$ cat config.mk
export PLATFORM = sky130hd
export DESIGN_NAME = try1
export DESIGN_NICKNAME = d
export VERILOG_FILES = /design/src/rtl/try1_pkg.sv /design/src/rtl/try1_sync2.sv /design/src/rtl/try1.sv
export SDC_FILE = /design/constraint.sdc
export NUM_CORES = 1
export LEC_CHECK = 0
export BUFFER_PORTS_ARGS = -buffer_cell sky130_fd_sc_hd__buf_4
export CORE_MARGIN = 3
export CORE_UTILIZATION = 30
export CTS_CLUSTER_DIAMETER = 50
export DETAILED_ROUTE_END_ITERATION = 8
export SLEW_MARGIN = 10
export SYNTH_ARGS = -nofsm -noshare
export SYNTH_HDL_FRONTEND = slang
export SYNTH_HIERARCHICAL = 1
export SYNTH_SLANG_ARGS = --single-unit
$ cat constraint.sdc
create_clock -name clk -period 2 [get_ports clk]
set_clock_uncertainty 0.2 [all_clocks]
set_input_delay 0.3 -clock clk [delete_from_list [all_inputs] [get_ports clk]]
set_output_delay 0.3 -clock clk [all_outputs]
set_load 0.01 [all_outputs]
$ cat src/rtl/try1_pkg.sv
// Shared types and helpers for the try1 code decoder.
// Holds the code/counter widths and the one-hot decode.
package try1_pkg;

  localparam int CODE_W = 2;
  localparam int CNT_W  = 8;
  localparam int OH_W   = 1 << CODE_W;

  typedef logic [CODE_W-1:0] code_t;
  typedef logic [CNT_W-1:0]  cnt_t;
  typedef logic [OH_W-1:0]   oh_t;

  function automatic oh_t onehot(code_t c);
    oh_t r;
    r    = '0;
    r[c] = 1'b1;
    return r;
  endfunction

endpackage

$ cat src/rtl/try1_sync2.sv
// Two-flop synchronizer for asynchronous inputs.
// Width-parameterized, async active-low reset to zero.
module try1_sync2 #(
  parameter int W = 1
) (
  input  logic         clk,
  input  logic         rst_n,
  input  logic [W-1:0] d_i,
  output logic [W-1:0] q_o
);

  logic [W-1:0] s1_q;
  logic [W-1:0] s2_q;

  // Two back-to-back stages to settle metastability.
  always_ff @(posedge clk or negedge rst_n) begin
    if (!rst_n) begin
      s1_q <= '0;
      s2_q <= '0;
    end else begin
      s1_q <= d_i;
      s2_q <= s1_q;
    end
  end

  assign q_o = s2_q;

endmodule

$ cat src/rtl/try1.sv
// Debounced 2-bit code to registered one-hot decoder.
// A code is accepted after STABLE_CYCLES+1 equal samples.
module try1
  import try1_pkg::*;
#(
  parameter int STABLE_CYCLES = 4
) (
  input  logic clk,
  input  logic rst_n,
  input  logic XLXN_42,
  input  logic XLXN_46,
  output logic XLXN_47,
  output logic XLXN_48,
  output logic XLXN_49,
  output logic XLXN_50
);

  localparam cnt_t LAST = cnt_t'(STABLE_CYCLES - 1);

  code_t raw;
  code_t samp;
  code_t prev_q, prev_d;
  code_t acc_q, acc_d;
  cnt_t  cnt_q, cnt_d;
  oh_t   oh_q, oh_d;

  assign raw = {XLXN_46, XLXN_42};

  try1_sync2 #(
    .W(CODE_W)
  ) u_sync (
    .clk  (clk),
    .rst_n(rst_n),
    .d_i  (raw),
    .q_o  (samp)
  );

  // Stability count; accept and decode in the same
  // edge so the outputs carry no extra stage.
  always_comb begin
    prev_d = samp;
    cnt_d  = cnt_q;
    acc_d  = acc_q;
    if (samp != prev_q) begin
      cnt_d = '0;
    end else if (cnt_q < LAST) begin
      cnt_d = cnt_q + cnt_t'(1);
    end else begin
      acc_d = samp;
    end
    oh_d = onehot(acc_d);
  end

  // State registers; reset forces code 0 decode.
  always_ff @(posedge clk or negedge rst_n) begin
    if (!rst_n) begin
      prev_q <= '0;
      cnt_q  <= '0;
      acc_q  <= '0;
      oh_q   <= onehot('0);
    end else begin
      prev_q <= prev_d;
      cnt_q  <= cnt_d;
      acc_q  <= acc_d;
      oh_q   <= oh_d;
    end
  end

  assign XLXN_47 = oh_q[0];
  assign XLXN_48 = oh_q[1];
  assign XLXN_49 = oh_q[2];
  assign XLXN_50 = oh_q[3];

endmodule

Yosys cells after proc, flatten, opt, wreduce, memory -nomap -nowiden
Cells that the tools add are included.
- add/subtract/negate cells: 1
- magnitude comparators: 3
- eq/ne operators: 1
- muxes and demuxes: 6
- reductions and logical operators: 2
- operators with widths (operator ; count):
    2-to-1 mux 8 bit ; 2
    adder 8 x 1 -> 8 bit, second input constant ; 1
    < comparator 8 x 2 -> 1 bit, second input constant ; 1
    2-to-1 mux 2 bit ; 2
    < comparator 2 x 3 -> 1 bit, second input constant ; 1
    demux 1 bit (select 2 bit) ; 1
    greater-or-equal comparator 2 x 1 -> 1 bit, second input constant ; 1
    != test 2 bit ; 1
    nonzero test 2 bit ; 1
    logical AND 1 bit ; 1
    2-to-1 mux 1 bit ; 1
- register bits after elaboration: 20
- output and inout port bits: 4
- word-level logic and storage cells: 19

Longest topological paths before layout
Gate-level depths: netlist of run 1.
- word-level depth: 7
- gate-level depth with buffers: 5
- depth with buffers taken out: 5

Hierarchy
Netlist of run 1, hierarchy kept.
- modules (own cells, without submodules) (module ; times used ; cells an instance ; area each (um^2) ; seq. area each (um^2)):
    try1 ; 1 ; 48 ; 664.4 ; 401.6
    try1_sync2 ; 1 ; 4 ; 100.1 ; 100.1

Worst setup path after synthesis of run 1
OpenSTA, ideal clock, no wires.
- path type: reg-to-reg
- from: reg cnt_q[0]
- to: reg acc_q[0]
- setup time: 125 ps
- data arrival time: 1344 ps
- required time: 1675 ps
- path slack: 331 ps
- cell stages (with the launch flop): 6
- path through: dfrtp_1 > ha_1 > nor4_1 > nand2_2 > nand2_4 > mux2_4
- longest elaborated chain between the ends: 3
- ends and longest elaborated chain (element ; line ; source):
    from (decl) ; try1.sv:24 ; cnt_t cnt_q, cnt_d;
    from (signal assigned) ; try1.sv:63 ; cnt_q <= cnt_d;
    < comparator 8 x 2 -> 1 bit ; try1.sv:46 ; end else if (cnt_q < LAST) begin
    2-to-1 mux 2 bit ; try1.sv:46 ;
    2-to-1 mux 2 bit ; try1.sv:44 ; if (samp != prev_q) begin
    net acc_d[0] ; try1.sv:23 ; code_t acc_q, acc_d;
    to (signal assigned) ; try1.sv:59 ; acc_q <= '0;
    to (signal assigned) ; try1.sv:64 ; acc_q <= acc_d;
    to (decl) ; try1.sv:23 ;
The timed path passes the listed nets, and every way through them passes these cells.
A chain may end at the register's enable or synchronous reset.

Worst setup path in the final report of run 1
Ends and elaborated chain as after synthesis.

==> metrics.txt, run 1 <==
# TYPE chip_impl_metric gauge
chip_impl_info{name="result_of_the_run",value="finished clean"} 1
chip_impl_metric{name="hold_ws",unit="ps"} 162
chip_impl_metric{name="grt_util_all_layers",unit="%"} 8.02
chip_impl_metric{name="report.final.hold_viol_count",unit=""} 0
chip_impl_metric{name="nets",unit=""} 72
chip_impl_metric{name="placement_rows",unit=""} 17
chip_impl_metric{name="ioPinCount",unit=""} 8
chip_impl_metric{name="grt_start_max_net_pins",unit=""} 21
chip_impl_metric{name="cp_required",unit="ps"} 1990
chip_impl_metric{name="report.final.slew_viol_count",unit=""} 0
chip_impl_metric{name="initial_core_util",unit="%"} 33.0
chip_impl_info{name="timing.critical_path.max_delay_family",value="simple AND/OR/NAND/NOR gates"} 1
chip_impl_metric{name="worstMarginPinSlew",unit="ps"} 356
chip_impl_metric{name="per_instance_average_area_after_synthesis",unit="um2"} 14.7
chip_impl_metric{name="yosysWarnings",unit=""} 6
chip_impl_metric{name="postRouteAntennaNets",unit=""} 0
chip_impl_info{name="post_synth_most_frequent_cells",value="sky130_fd_sc_hd__dfrtp_1 (19), sky130_fd_sc_hd__and2_1 (6), sky130_fd_sc_hd__mux2i_1 (4)"} 1
chip_impl_metric{name="avgRoutedWirePerCell",unit="um"} 11.5
chip_impl_metric{name="die_h",unit="um"} 56.5
chip_impl_metric{name="numClockSinks",unit=""} 20
chip_impl_info{name="critPathKind",value="flop to flop"} 1
chip_impl_metric{name="fmaxAchievable",unit="MHz"} 571
chip_impl_metric{name="setup_ws",unit="ps"} 249
chip_impl_metric{name="placedCellCount",unit=""} 87
chip_impl_metric{name="detailed_place_hpwl",unit="um"} 746
chip_impl_metric{name="detailedRoute.firstIterationViolations",unit=""} 6
chip_impl_info{name="tritoncts",value="yes"} 1
chip_impl_info{name="path_cells",value="ha_1 > nor4_1 > nand2_2 > nand2_4 > mux2_4"} 1
chip_impl_metric{name="cts_resized",unit=""} 0
chip_impl_metric{name="synth_cell_type_count",unit=""} 18
chip_impl_metric{name="core-area",unit="um2"} 2320
chip_impl_metric{name="clkSlewWorstSetupHoldPaths",unit="ps"} 100
chip_impl_metric{name="relSlewSlack",unit="%"} 76.2
chip_impl_metric{name="post-route-drc-count",unit=""} 0
chip_impl_metric{name="worst_reg_to_reg_setup_slack",unit="ps"} 250
chip_impl_metric{name="synth-async-reset-ratio",unit="%"} 100
chip_impl_info{name="timing.critical_path.slowest_stage_cell",value="sky130_fd_sc_hd__dfrtp_1"} 1
chip_impl_info{name="postSynth.topFlopCell",value="sky130_fd_sc_hd__dfrtp_1"} 1
chip_impl_metric{name="area_of_the_multi_input_gates",unit="um2"} 263
chip_impl_metric{name="num_antenna_cells",unit=""} 0
chip_impl_info{name="setup_repair_after_global_routing_missed_its_margin",value="false"} 1
chip_impl_metric{name="routed_via_density",unit=""} 4.34
chip_impl_info{name="yosys-top-cells-area",value="sky130_fd_sc_hd__dfrtp_1 (62%), sky130_fd_sc_hd__mux2_4 (5.9%), sky130_fd_sc_hd__mux2i_1 (5.2%)"} 1
chip_impl_metric{name="antenna_found_initial",unit=""} 0
chip_impl_metric{name="finalWeightedCongestion",unit=""} 0.719
chip_impl_metric{name="cellLeakagePower",unit="nW"} 0.472
chip_impl_info{name="type_of_the_most_critical_hold_path",value="flop to flop"} 1
chip_impl_metric{name="vias_in_the_first_global_route",unit=""} 423
chip_impl_metric{name="final_layout_size_suffix_gt1_share",unit="%"} 28.8
chip_impl_metric{name="post-cts-setup-buffer-count",unit=""} 0
chip_impl_metric{name="largest_incremental_delay_on_the_critical_path",unit="ps"} 410
chip_impl_metric{name="syn_to_final_growth",unit="%"} 18.8
chip_impl_metric{name="final.setup.tns",unit="ps"} 0
chip_impl_metric{name="number_of_optimization_iterations_in_the_first_detailed_route_pass",unit=""} 4
chip_impl_metric{name="clock_latency",unit="ps"} 290
chip_impl_info{name="yosysMostFrequentCell",value="sky130_fd_sc_hd__dfrtp_1"} 1
chip_impl_metric{name="arrival",unit="ps"} 1740
chip_impl_metric{name="critical_path_buf_inv_count",unit=""} 0
chip_impl_metric{name="clockBufferDepth",unit=""} 2
chip_impl_metric{name="synth.ff_latch_count",unit=""} 20
chip_impl_metric{name="die-area",unit="um2"} 3190
chip_impl_metric{name="netlist_area",unit="um2"} 764
chip_impl_metric{name="worst_vdd_rail_ir_drop",unit="V"} 0.000434
chip_impl_metric{name="place_ws",unit="ps"} 255
chip_impl_metric{name="netlist_instances",unit=""} 52
chip_impl_metric{name="crit_path_time_final",unit="ps"} 1750
chip_impl_metric{name="buffer_ports.inserted",unit=""} 7
chip_impl_metric{name="wirelength",unit="mm"} 1.08
chip_impl_metric{name="power_density_normalized_to_cell_area",unit="nW/um2"} 814
chip_impl_info{name="yosys.area.top_type",value="sky130_fd_sc_hd__dfrtp_1"} 1
chip_impl_info{name="clockRootBuffer",value="sky130_fd_sc_hd__clkbuf_4"} 1
chip_impl_info{name="worst_setup_path_end_kind",value="flop"} 1
chip_impl_metric{name="cts-hold-fix-buffers",unit=""} 3
chip_impl_metric{name="ys_seq_area_share",unit="%"} 65.6
chip_impl_metric{name="critical_path_peak_fanout",unit=""} 6
chip_impl_metric{name="non_filler_cells_final",unit=""} 94
chip_impl_metric{name="setup_viol",unit=""} 0
chip_impl_info{name="crit_path_start_kind",value="flop"} 1
chip_impl_metric{name="htree_levels",unit=""} 1
chip_impl_metric{name="synth-edff-count",unit=""} 0
chip_impl_metric{name="grt_overflow_total",unit=""} 0
chip_impl_metric{name="tritoncts.num_buffers",unit=""} 3
chip_impl_metric{name="via_count",unit=""} 408
chip_impl_metric{name="timing.final.crit_share",unit="%"} 87.6
chip_impl_metric{name="nFillCells",unit=""} 217
chip_impl_metric{name="seqCellArea",unit="um2"} 502
chip_impl_metric{name="timing.max_cap.violations",unit=""} 0
chip_impl_metric{name="die_width",unit="um"} 56.5
chip_impl_metric{name="yosysTopAreaCellShare",unit="%"} 62.2
chip_impl_metric{name="synth_fp_nets",unit=""} 57
chip_impl_metric{name="grt_pass1_wl",unit="mm"} 1.93
-- worst reg2reg max path: stages (launching register included) --
cell and delay (ps):
sky130_fd_sc_hd__dfrtp_1 410, sky130_fd_sc_hd__ha_1 200, sky130_fd_sc_hd__nor4_1 220, sky130_fd_sc_hd__nand2_2 150, sky130_fd_sc_hd__nand2_4 150, sky130_fd_sc_hd__mux2_4 310
-- report_power, final --
| part | internal, mW | switching (mW) |
|---|---|---|
| clock network | 0.0776 | 0.113 |
| logic | 0.0530 | 0.0426 |
| registers | 0.435 | 0.0183 |
| total | 0.565 | 0.174 |
-- logic make-up (layout without fill, tap and decap cells) --
group,after synthesis,count (layout),share of synthesized area (%)
and+or+nand+nor,21,21,17.2
DFF,20,20,65.6
muxes,7,7,11.1
xor gates and xnor gates,3,3,4.42
adders and majority gates,1,1,1.64
buffers and inverters,0,14,0
-- placed cells by master (no fill, tap or decap) --
cell,synthesis,layout
sky130_fd_sc_hd__nor3_1,3,3
sky130_fd_sc_hd__xor2_2,1,1
sky130_fd_sc_hd__dfrtp_1,19,19
sky130_fd_sc_hd__nand2_2,1,1
sky130_fd_sc_hd__dlygate4sd3_1,0,3
sky130_fd_sc_hd__nand2b_1,2,2
sky130_fd_sc_hd__clkbuf_4,0,3
sky130_fd_sc_hd__nor2_4,1,1
sky130_fd_sc_hd__nor4_1,1,1
sky130_fd_sc_hd__mux2i_1,4,4
sky130_fd_sc_hd__mux2_4,3,3
sky130_fd_sc_hd__or2b_1,1,1
sky130_fd_sc_hd__ha_1,1,1
sky130_fd_sc_hd__nand2_4,1,1
sky130_fd_sc_hd__buf_4,0,7
sky130_fd_sc_hd__or2b_2,1,1
sky130_fd_sc_hd__nand2_1,2,2
sky130_fd_sc_hd__and2_1,6,6
sky130_fd_sc_hd__dfstp_2,1,1
sky130_fd_sc_hd__clkbuf_1,0,1
sky130_fd_sc_hd__nor2_1,2,2
sky130_fd_sc_hd__xor2_1,2,2
-- registers in the layout (all words and copies together), names as in the netlist --
register	count
acc_q	2
u_sync/q_o	2
prev_q	2
oh_q	4
u_sync/s1_q	2
cnt_q	8
-- routing by layer --
metal,vias up,wire length (um),GRT usage (%)
li1,197,-,-
met2,11,502,12.0
met3,0,73,5.06
met4,0,0,1.02
met5,-,0,0
met1,200,502,10.0
-- cell type report --
class,instances,area share (%)
timing repair buffer,10,9.09
sequential,20,55.2
tap,28,3.86
clock buffer,4,2.89
multi-input combinational,32,28.9
-- metrics by stage --
stage                     instance area [um2]  util, %  power (mW)
after floorplan                           764        -       0.513
after global placement                    852     36.8       0.552
after detailed placement                  852     36.8       0.554
after CTS                                 908     39.2       0.759
after global routing                      908     39.2       0.781
final                                     908     39.2       0.739
-- path summary, 6_finish.rpt --
kind                                            to                     start  cells past startpoint
setup / recovery                acc_q[0]$_DFF_PN0_      cnt_q[0]$_DFFE_PN0P_                      5
hold / removal             u_sync/q_o[0]$_DFF_PN0_  u_sync/s1_q[0]$_DFF_PN0_                      0
setup reg to reg                acc_q[0]$_DFF_PN0_      cnt_q[0]$_DFFE_PN0P_                      5
hold reg to reg            u_sync/q_o[0]$_DFF_PN0_  u_sync/s1_q[0]$_DFF_PN0_                      0
max in group asynchronous        oh_q[0]$_DFF_PN1_                     rst_n                      2
min in group asynchronous     cnt_q[5]$_DFFE_PN0P_                     rst_n                      2
Note: power is estimated with default switching activity, not from simulation.
==> run 2, diff against run 1 <==
Settings changed: PLACE_DENSITY from default to 0.46, SKIP_CTS_REPAIR_TIMING from default to 1.
==> metrics.txt, run 2 (synthesis gave the netlist of run 1 again) <==
# TYPE chip_impl_metric gauge
chip_impl_metric{name="worstMarginPinSlew",unit="ps"} 342
chip_impl_metric{name="via_count",unit=""} 381
chip_impl_metric{name="timing.max_cap.violations",unit=""} 0
chip_impl_info{name="setup_repair_after_global_routing_missed_its_margin",value="false"} 1
chip_impl_metric{name="relSlewSlack",unit="%"} 77.1
chip_impl_metric{name="grt_pass1_wl",unit="mm"} 1.73
chip_impl_metric{name="final.setup.tns",unit="ps"} 0
chip_impl_metric{name="initial_core_util",unit="%"} 33.0
chip_impl_metric{name="share_clk_of_total_power",unit="%"} 25.5
chip_impl_metric{name="postRouteAntennaNets",unit=""} 0
chip_impl_metric{name="num_antenna_cells",unit=""} 0
chip_impl_metric{name="seqCellArea",unit="um2"} 502
chip_impl_metric{name="detailedRoute.firstIterationViolations",unit=""} 0
chip_impl_metric{name="fmaxAchievable",unit="MHz"} 575
chip_impl_metric{name="nFillCells",unit=""} 217
chip_impl_metric{name="worst_vdd_rail_ir_drop",unit="V"} 0.000434
chip_impl_metric{name="crit_path_time_final",unit="ps"} 1740
chip_impl_info{name="tritoncts",value="yes"} 1
chip_impl_metric{name="netSwitchingPower",unit="mW"} 0.167
chip_impl_metric{name="layout.core_utilization",unit="%"} 39.2
chip_impl_metric{name="power_density_normalized_to_cell_area",unit="nW/um2"} 806
chip_impl_metric{name="arrival",unit="ps"} 1720
chip_impl_metric{name="antenna_found_initial",unit=""} 0
chip_impl_info{name="result_of_the_run",value="finished clean"} 1
chip_impl_metric{name="setup_viol",unit=""} 0
chip_impl_metric{name="placement_rows",unit=""} 17
chip_impl_metric{name="vias_in_the_first_global_route",unit=""} 368
chip_impl_metric{name="wirelength",unit="um"} 958
chip_impl_metric{name="clockBufferDepth",unit=""} 2
chip_impl_metric{name="critical_path_peak_fanout",unit=""} 6
chip_impl_info{name="critPathKind",value="flop to flop"} 1
chip_impl_metric{name="buffer_ports.inserted",unit=""} 7
chip_impl_metric{name="p_int",unit="mW"} 0.565
chip_impl_metric{name="post-route-drc-count",unit=""} 0
chip_impl_metric{name="area_of_the_multi_input_gates",unit="um2"} 263
chip_impl_metric{name="nets",unit=""} 72
chip_impl_metric{name="grt_util_all_layers",unit="%"} 7.40
chip_impl_metric{name="htree_levels",unit=""} 1
chip_impl_metric{name="cp_required",unit="ps"} 1980
chip_impl_metric{name="cellLeakagePower",unit="nW"} 0.472
chip_impl_metric{name="number_of_optimization_iterations_in_the_first_detailed_route_pass",unit=""} 1
chip_impl_metric{name="post-layout-total-power",unit="mW"} 0.732
chip_impl_metric{name="non_filler_cells_final",unit=""} 94
chip_impl_metric{name="grt_overflow_total",unit=""} 0
chip_impl_info{name="layout_commonest_cell",value="sky130_fd_sc_hd__dfrtp_1"} 1
chip_impl_metric{name="detailed_place_hpwl",unit="um"} 696
chip_impl_info{name="type_of_the_most_critical_hold_path",value="flop to flop"} 1
chip_impl_metric{name="worst-r2r-cell-count",unit=""} 5
chip_impl_metric{name="clock_latency",unit="ps"} 290
chip_impl_metric{name="flop_pwr_share",unit="%"} 61.8
chip_impl_metric{name="sw_frac_of_total",unit="%"} 22.9
chip_impl_metric{name="clkSlewWorstSetupHoldPaths",unit="ps"} 100
chip_impl_info{name="worst_setup_path_end_kind",value="flop"} 1
chip_impl_metric{name="grt_start_max_net_pins",unit=""} 21
chip_impl_metric{name="syn_to_final_growth",unit="%"} 18.8
chip_impl_info{name="crit_path_start_kind",value="flop"} 1
chip_impl_metric{name="timing.final.crit_share",unit="%"} 86.9
chip_impl_metric{name="tritoncts.num_buffers",unit=""} 3
chip_impl_info{name="layout_common_cells",value="sky130_fd_sc_hd__dfrtp_1 (19), sky130_fd_sc_hd__buf_4 (7), sky130_fd_sc_hd__and2_1 (6)"} 1
chip_impl_metric{name="die_width",unit="um"} 56.5
chip_impl_metric{name="report.final.slew_viol_count",unit=""} 0
chip_impl_metric{name="final_layout_size_suffix_gt1_share",unit="%"} 28.8
chip_impl_metric{name="hold-path-cell-count",unit=""} 0
chip_impl_metric{name="placedCellCount",unit=""} 87
chip_impl_metric{name="avgRoutedWirePerCell",unit="um"} 10.2
chip_impl_metric{name="finalWeightedCongestion",unit=""} 0.647
chip_impl_metric{name="core-area",unit="um2"} 2320
chip_impl_info{name="clockRootBuffer",value="sky130_fd_sc_hd__clkbuf_4"} 1
chip_impl_metric{name="numClockSinks",unit=""} 20
chip_impl_info{name="biggestRegsByFlops",value="cnt_q: 8 flops, oh_q: 4 flops"} 1
chip_impl_metric{name="die_h",unit="um"} 56.5
chip_impl_metric{name="combPwrFrac",unit="%"} 12.7
chip_impl_metric{name="routed_via_density",unit=""} 4.05
chip_impl_metric{name="die-area",unit="um2"} 3190
chip_impl_info{name="largest_register",value="cnt_q"} 1
chip_impl_metric{name="report.final.hold_viol_count",unit=""} 0
chip_impl_metric{name="ioPinCount",unit=""} 8
chip_impl_metric{name="largest_register_ffs",unit=""} 8
==> run 2: power by group through the flow <==
| stage | combinational [mW] | clock, mW | sequential [mW] |
|---|---|---|---|
| final | 0.0931 | 0.187 | 0.452 |
| after global routing | 0.105 | 0.218 | 0.458 |
| after CTS | 0.0911 | 0.198 | 0.453 |
| after detailed placement | 0.0912 | 0 | 0.461 |
| after global placement | 0.0916 | 0 | 0.461 |
| after floorplan | 0.0485 | 0 | 0.464 |
==> run 2: path summary, 6_finish.rpt <==
path,from,endpoint,slack [ps]
worst max-delay path,cnt_q[0]$_DFFE_PN0P_,acc_q[1]$_DFF_PN0_,260
worst min-delay path,u_sync/s1_q[0]$_DFF_PN0_,u_sync/q_o[0]$_DFF_PN0_,160
worst max register to register,cnt_q[0]$_DFFE_PN0P_,acc_q[1]$_DFF_PN0_,260
worst min register to register,u_sync/s1_q[0]$_DFF_PN0_,u_sync/q_o[0]$_DFF_PN0_,160
max in group asynchronous,rst_n,oh_q[0]$_DFF_PN1_,1130
min in group asynchronous,rst_n,u_sync/s1_q[0]$_DFF_PN0_,200
==> run 2: layer usage <==
layer  routed length, um  global-route usage (%)  up-vias  share of wire [%]
li1                    -                       -      195                  -
met1                 523                    11.8      176                 55
met2                 359                    7.59       10                 37
met3                  75                    4.83        0                7.8
met4                   0                    2.03        0                  0
met5                   0                       0        -                  0
==> run 2: cell type report <==
class	instances	share of cell area, %
clock buffers	4	2.89
repair buffers	10	9.09
flip-flops and latches	20	55.2
well taps	28	3.86
multi-input cells	32	28.9
==> run 2: worst max-delay path, cell delays in order (launching register included) <==
cell	delay, ps
sky130_fd_sc_hd__dfrtp_1	410
sky130_fd_sc_hd__ha_1	200
sky130_fd_sc_hd__nor4_1	220
sky130_fd_sc_hd__nand2_2	150
sky130_fd_sc_hd__nand2_4	150
sky130_fd_sc_hd__mux2_4	300
==> run 2: per-stage QoR <==
stage,setup WS (ps),cell area (um2),hold slack [ps]
after global routing,142,908,168
final,261,908,156
after global placement,301,852,-9.25
after CTS,244,878,-342
after floorplan,331,764,-196
after detailed placement,264,852,-9.79
==> run 3, diff against run 2 <==
Settings changed: CELL_PAD_IN_SITES_DETAIL_PLACEMENT from default to 0, CELL_PAD_IN_SITES_GLOBAL_PLACEMENT from default to 1, PLACE_DENSITY 0.46 to 0.53, SETUP_SLACK_MARGIN from default to 0.3, TNS_END_PERCENT from default to 10.
==> metrics.txt, run 3 (synthesis gave the netlist of run 1 again) <==
# TYPE chip_impl_metric gauge
chip_impl_metric{name="non_filler_cells_final",unit=""} 96
chip_impl_info{name="timing.critical_path.slowest_stage_cell",value="sky130_fd_sc_hd__dfrtp_1"} 1
chip_impl_info{name="timing.critical_path.max_delay_family",value="simple AND/OR/NAND/NOR gates"} 1
chip_impl_metric{name="detailedRoute.firstIterationViolations",unit=""} 3
chip_impl_info{name="critPathKind",value="flop to flop"} 1
chip_impl_metric{name="postRouteAntennaNets",unit=""} 0
chip_impl_info{name="largest_register",value="cnt_q"} 1
chip_impl_info{name="worst_setup_path_end_kind",value="flop"} 1
chip_impl_info{name="crit_path_start_kind",value="flop"} 1
chip_impl_metric{name="cp_required",unit="ps"} 1980
chip_impl_metric{name="htree_levels",unit=""} 1
chip_impl_metric{name="die_width",unit="um"} 56.5
chip_impl_metric{name="grt_overflow_total",unit=""} 0
chip_impl_metric{name="die-area",unit="um2"} 3190
chip_impl_metric{name="routed_via_density",unit=""} 4.30
chip_impl_metric{name="postPlaceCellArea",unit="um2"} 852
chip_impl_metric{name="post-route-drc-count",unit=""} 0
chip_impl_info{name="tritoncts",value="yes"} 1
chip_impl_metric{name="cellLeakagePower",unit="nW"} 0.490
chip_impl_metric{name="numClockSinks",unit=""} 20
chip_impl_metric{name="final_area",unit="um2"} 952
chip_impl_metric{name="timing.max_cap.violations",unit=""} 0
chip_impl_metric{name="num_antenna_cells",unit=""} 0
chip_impl_metric{name="final_layout_size_suffix_gt1_share",unit="%"} 36.8
chip_impl_info{name="path_cells",value="ha_2 > nor4_4 > nand2_2 > nand2_4 > mux2_4"} 1
chip_impl_metric{name="clkSlewWorstSetupHoldPaths",unit="ps"} 110
chip_impl_metric{name="wirelength",unit="mm"} 1.09
chip_impl_metric{name="finalWeightedCongestion",unit=""} 0.697
chip_impl_metric{name="fmaxAchievable",unit="MHz"} 593
chip_impl_info{name="clockRootBuffer",value="sky130_fd_sc_hd__clkbuf_4"} 1
chip_impl_metric{name="tritoncts.num_buffers",unit=""} 3
chip_impl_info{name="critPathLaunch",value="cnt_q[1]$_DFFE_PN0P_"} 1
chip_impl_metric{name="placement_rows",unit=""} 17
chip_impl_metric{name="grt_start_max_net_pins",unit=""} 21
chip_impl_metric{name="ioPinCount",unit=""} 8
chip_impl_metric{name="largest_register_ffs",unit=""} 8
chip_impl_metric{name="core-area",unit="um2"} 2320
chip_impl_info{name="biggestRegsByFlops",value="cnt_q: 8 flops, oh_q: 4 flops"} 1
chip_impl_info{name="result_of_the_run",value="finished clean"} 1
chip_impl_info{name="layout_common_cells",value="sky130_fd_sc_hd__dfrtp_1 (19), sky130_fd_sc_hd__buf_4 (9), sky130_fd_sc_hd__and2_1 (6)"} 1
chip_impl_info{name="worst_r2r_startpoint",value="cnt_q[1]$_DFFE_PN0P_"} 1
chip_impl_metric{name="nets",unit=""} 74
chip_impl_metric{name="largest_incremental_delay_on_the_critical_path",unit="ps"} 400
chip_impl_metric{name="critical_path_peak_fanout",unit=""} 6
chip_impl_metric{name="report.final.slew_viol_count",unit=""} 0
chip_impl_metric{name="worst_reg_to_reg_setup_slack",unit="ps"} 310
chip_impl_metric{name="buffer_ports.inserted",unit=""} 7
chip_impl_metric{name="post-layout-total-power",unit="mW"} 0.748
chip_impl_metric{name="layout.core_utilization",unit="%"} 41.1
chip_impl_info{name="regToRegEndpoint",value="acc_q[1]$_DFF_PN0_"} 1
chip_impl_metric{name="timing.critical_path.depth",unit=""} 5
chip_impl_info{name="layout_commonest_cell",value="sky130_fd_sc_hd__dfrtp_1"} 1
chip_impl_metric{name="worst_vdd_rail_ir_drop",unit="V"} 0.000403
chip_impl_info{name="critPathCapture",value="acc_q[1]$_DFF_PN0_"} 1
chip_impl_metric{name="clock_latency",unit="ps"} 290
chip_impl_info{name="setup_repair_after_global_routing_missed_its_margin",value="true"} 1
chip_impl_info{name="type_of_the_most_critical_hold_path",value="flop to flop"} 1
chip_impl_metric{name="final.setup.tns",unit="ps"} 0
chip_impl_metric{name="die_h",unit="um"} 56.5
chip_impl_metric{name="antenna_found_initial",unit=""} 0
chip_impl_metric{name="setup_ws",unit="ps"} 313
chip_impl_metric{name="worst-r2r-cell-count",unit=""} 5
chip_impl_metric{name="detailed_place_hpwl",unit="um"} 705
chip_impl_metric{name="vias_in_the_first_global_route",unit=""} 365
chip_impl_metric{name="avgRoutedWirePerCell",unit="um"} 11.4
chip_impl_metric{name="arrival",unit="ps"} 1670
chip_impl_metric{name="setup_viol",unit=""} 0
chip_impl_metric{name="placedCellCount",unit=""} 87
chip_impl_metric{name="crit_path_time_final",unit="ps"} 1690
chip_impl_metric{name="critical_path_buf_inv_count",unit=""} 0
chip_impl_metric{name="number_of_optimization_iterations_in_the_first_detailed_route_pass",unit=""} 2
chip_impl_metric{name="timing.final.crit_share",unit="%"} 84.4
chip_impl_metric{name="nFillCells",unit=""} 226
chip_impl_metric{name="report.final.hold_viol_count",unit=""} 0
chip_impl_metric{name="worstMarginPinSlew",unit="ps"} 266
chip_impl_metric{name="grt_util_all_layers",unit="%"} 7.31
chip_impl_metric{name="power_density_normalized_to_cell_area",unit="nW/um2"} 786
chip_impl_metric{name="relSlewSlack",unit="%"} 82.3
chip_impl_metric{name="initial_core_util",unit="%"} 33.0
chip_impl_metric{name="clockBufferDepth",unit=""} 2
chip_impl_metric{name="syn_to_final_growth",unit="%"} 24.5
chip_impl_metric{name="via_count",unit=""} 413
chip_impl_metric{name="hold_ws",unit="ps"} 163
chip_impl_metric{name="grt_pass1_wl",unit="mm"} 1.73
chip_impl_metric{name="place_ws",unit="ps"} 273
==> run 3: cell count changes in the layout (fill, tap and decap cells not counted) <==
cell / previous run / this run
sky130_fd_sc_hd__ha_2: 0 / 1
sky130_fd_sc_hd__mux2i_2: 0 / 1
sky130_fd_sc_hd__xor2_1: 2 / 1
sky130_fd_sc_hd__nor4_4: 0 / 1
sky130_fd_sc_hd__mux2i_1: 4 / 3
sky130_fd_sc_hd__ha_1: 1 / 0
sky130_fd_sc_hd__nor4_1: 1 / 0
sky130_fd_sc_hd__buf_4: 7 / 9
sky130_fd_sc_hd__xor2_2: 1 / 2
==> run 3: layout make-up <==
| cell class | instances | area (um2) | share of cell area, % |
|---|---|---|---|
| Sequential cell | 20 | 502 | 52.7 |
| Multi-Input combinational cell | 32 | 292 | 30.6 |
| Timing Repair Buffer | 12 | 97.6 | 10.2 |
| Tap cell | 28 | 35.0 | 3.68 |
| Clock buffer | 4 | 26.3 | 2.76 |
==> run 3: worst reg2reg max path, stage by stage (launching register included) <==
cell                      delay [ps]
sky130_fd_sc_hd__dfrtp_1         400
sky130_fd_sc_hd__ha_2            200
sky130_fd_sc_hd__nor4_4          210
sky130_fd_sc_hd__nand2_2         120
sky130_fd_sc_hd__nand2_4         130
sky130_fd_sc_hd__mux2_4          300
==> run 3: per-layer routing <==
metal | vias up | track usage, % | wire length (um)
met5 | - | 0 | 0
met4 | 0 | 5.08 | 14
met3 | 2 | 2.30 | 50
met2 | 7 | 9.90 | 476
met1 | 203 | 9.74 | 551
li1 | 201 | - | -
==> run 3: worst min-delay path by stage <==
stage                             start                      end  depth (start not counted)
6_report       u_sync/s1_q[0]$_DFF_PN0_  u_sync/q_o[0]$_DFF_PN0_                          0
5_1_grt        u_sync/s1_q[1]$_DFF_PN0_  u_sync/q_o[1]$_DFF_PN0_                          0
3_3_place_gp                      rst_n     cnt_q[3]$_DFFE_PN0P_                          1
2_1_floorplan                     rst_n       acc_q[0]$_DFF_PN0_                          0
4_1_cts                           rst_n     cnt_q[5]$_DFFE_PN0P_                          1
3_5_place_dp                      rst_n     cnt_q[5]$_DFFE_PN0P_                          1
==> run 3: power breakdown <==
group / switching, mW / total [mW] / internal [mW]
Sequential: 0.0191 / 0.454 / 0.435
Clock: 0.115 / 0.192 / 0.0774
Combinational: 0.0440 / 0.103 / 0.0586
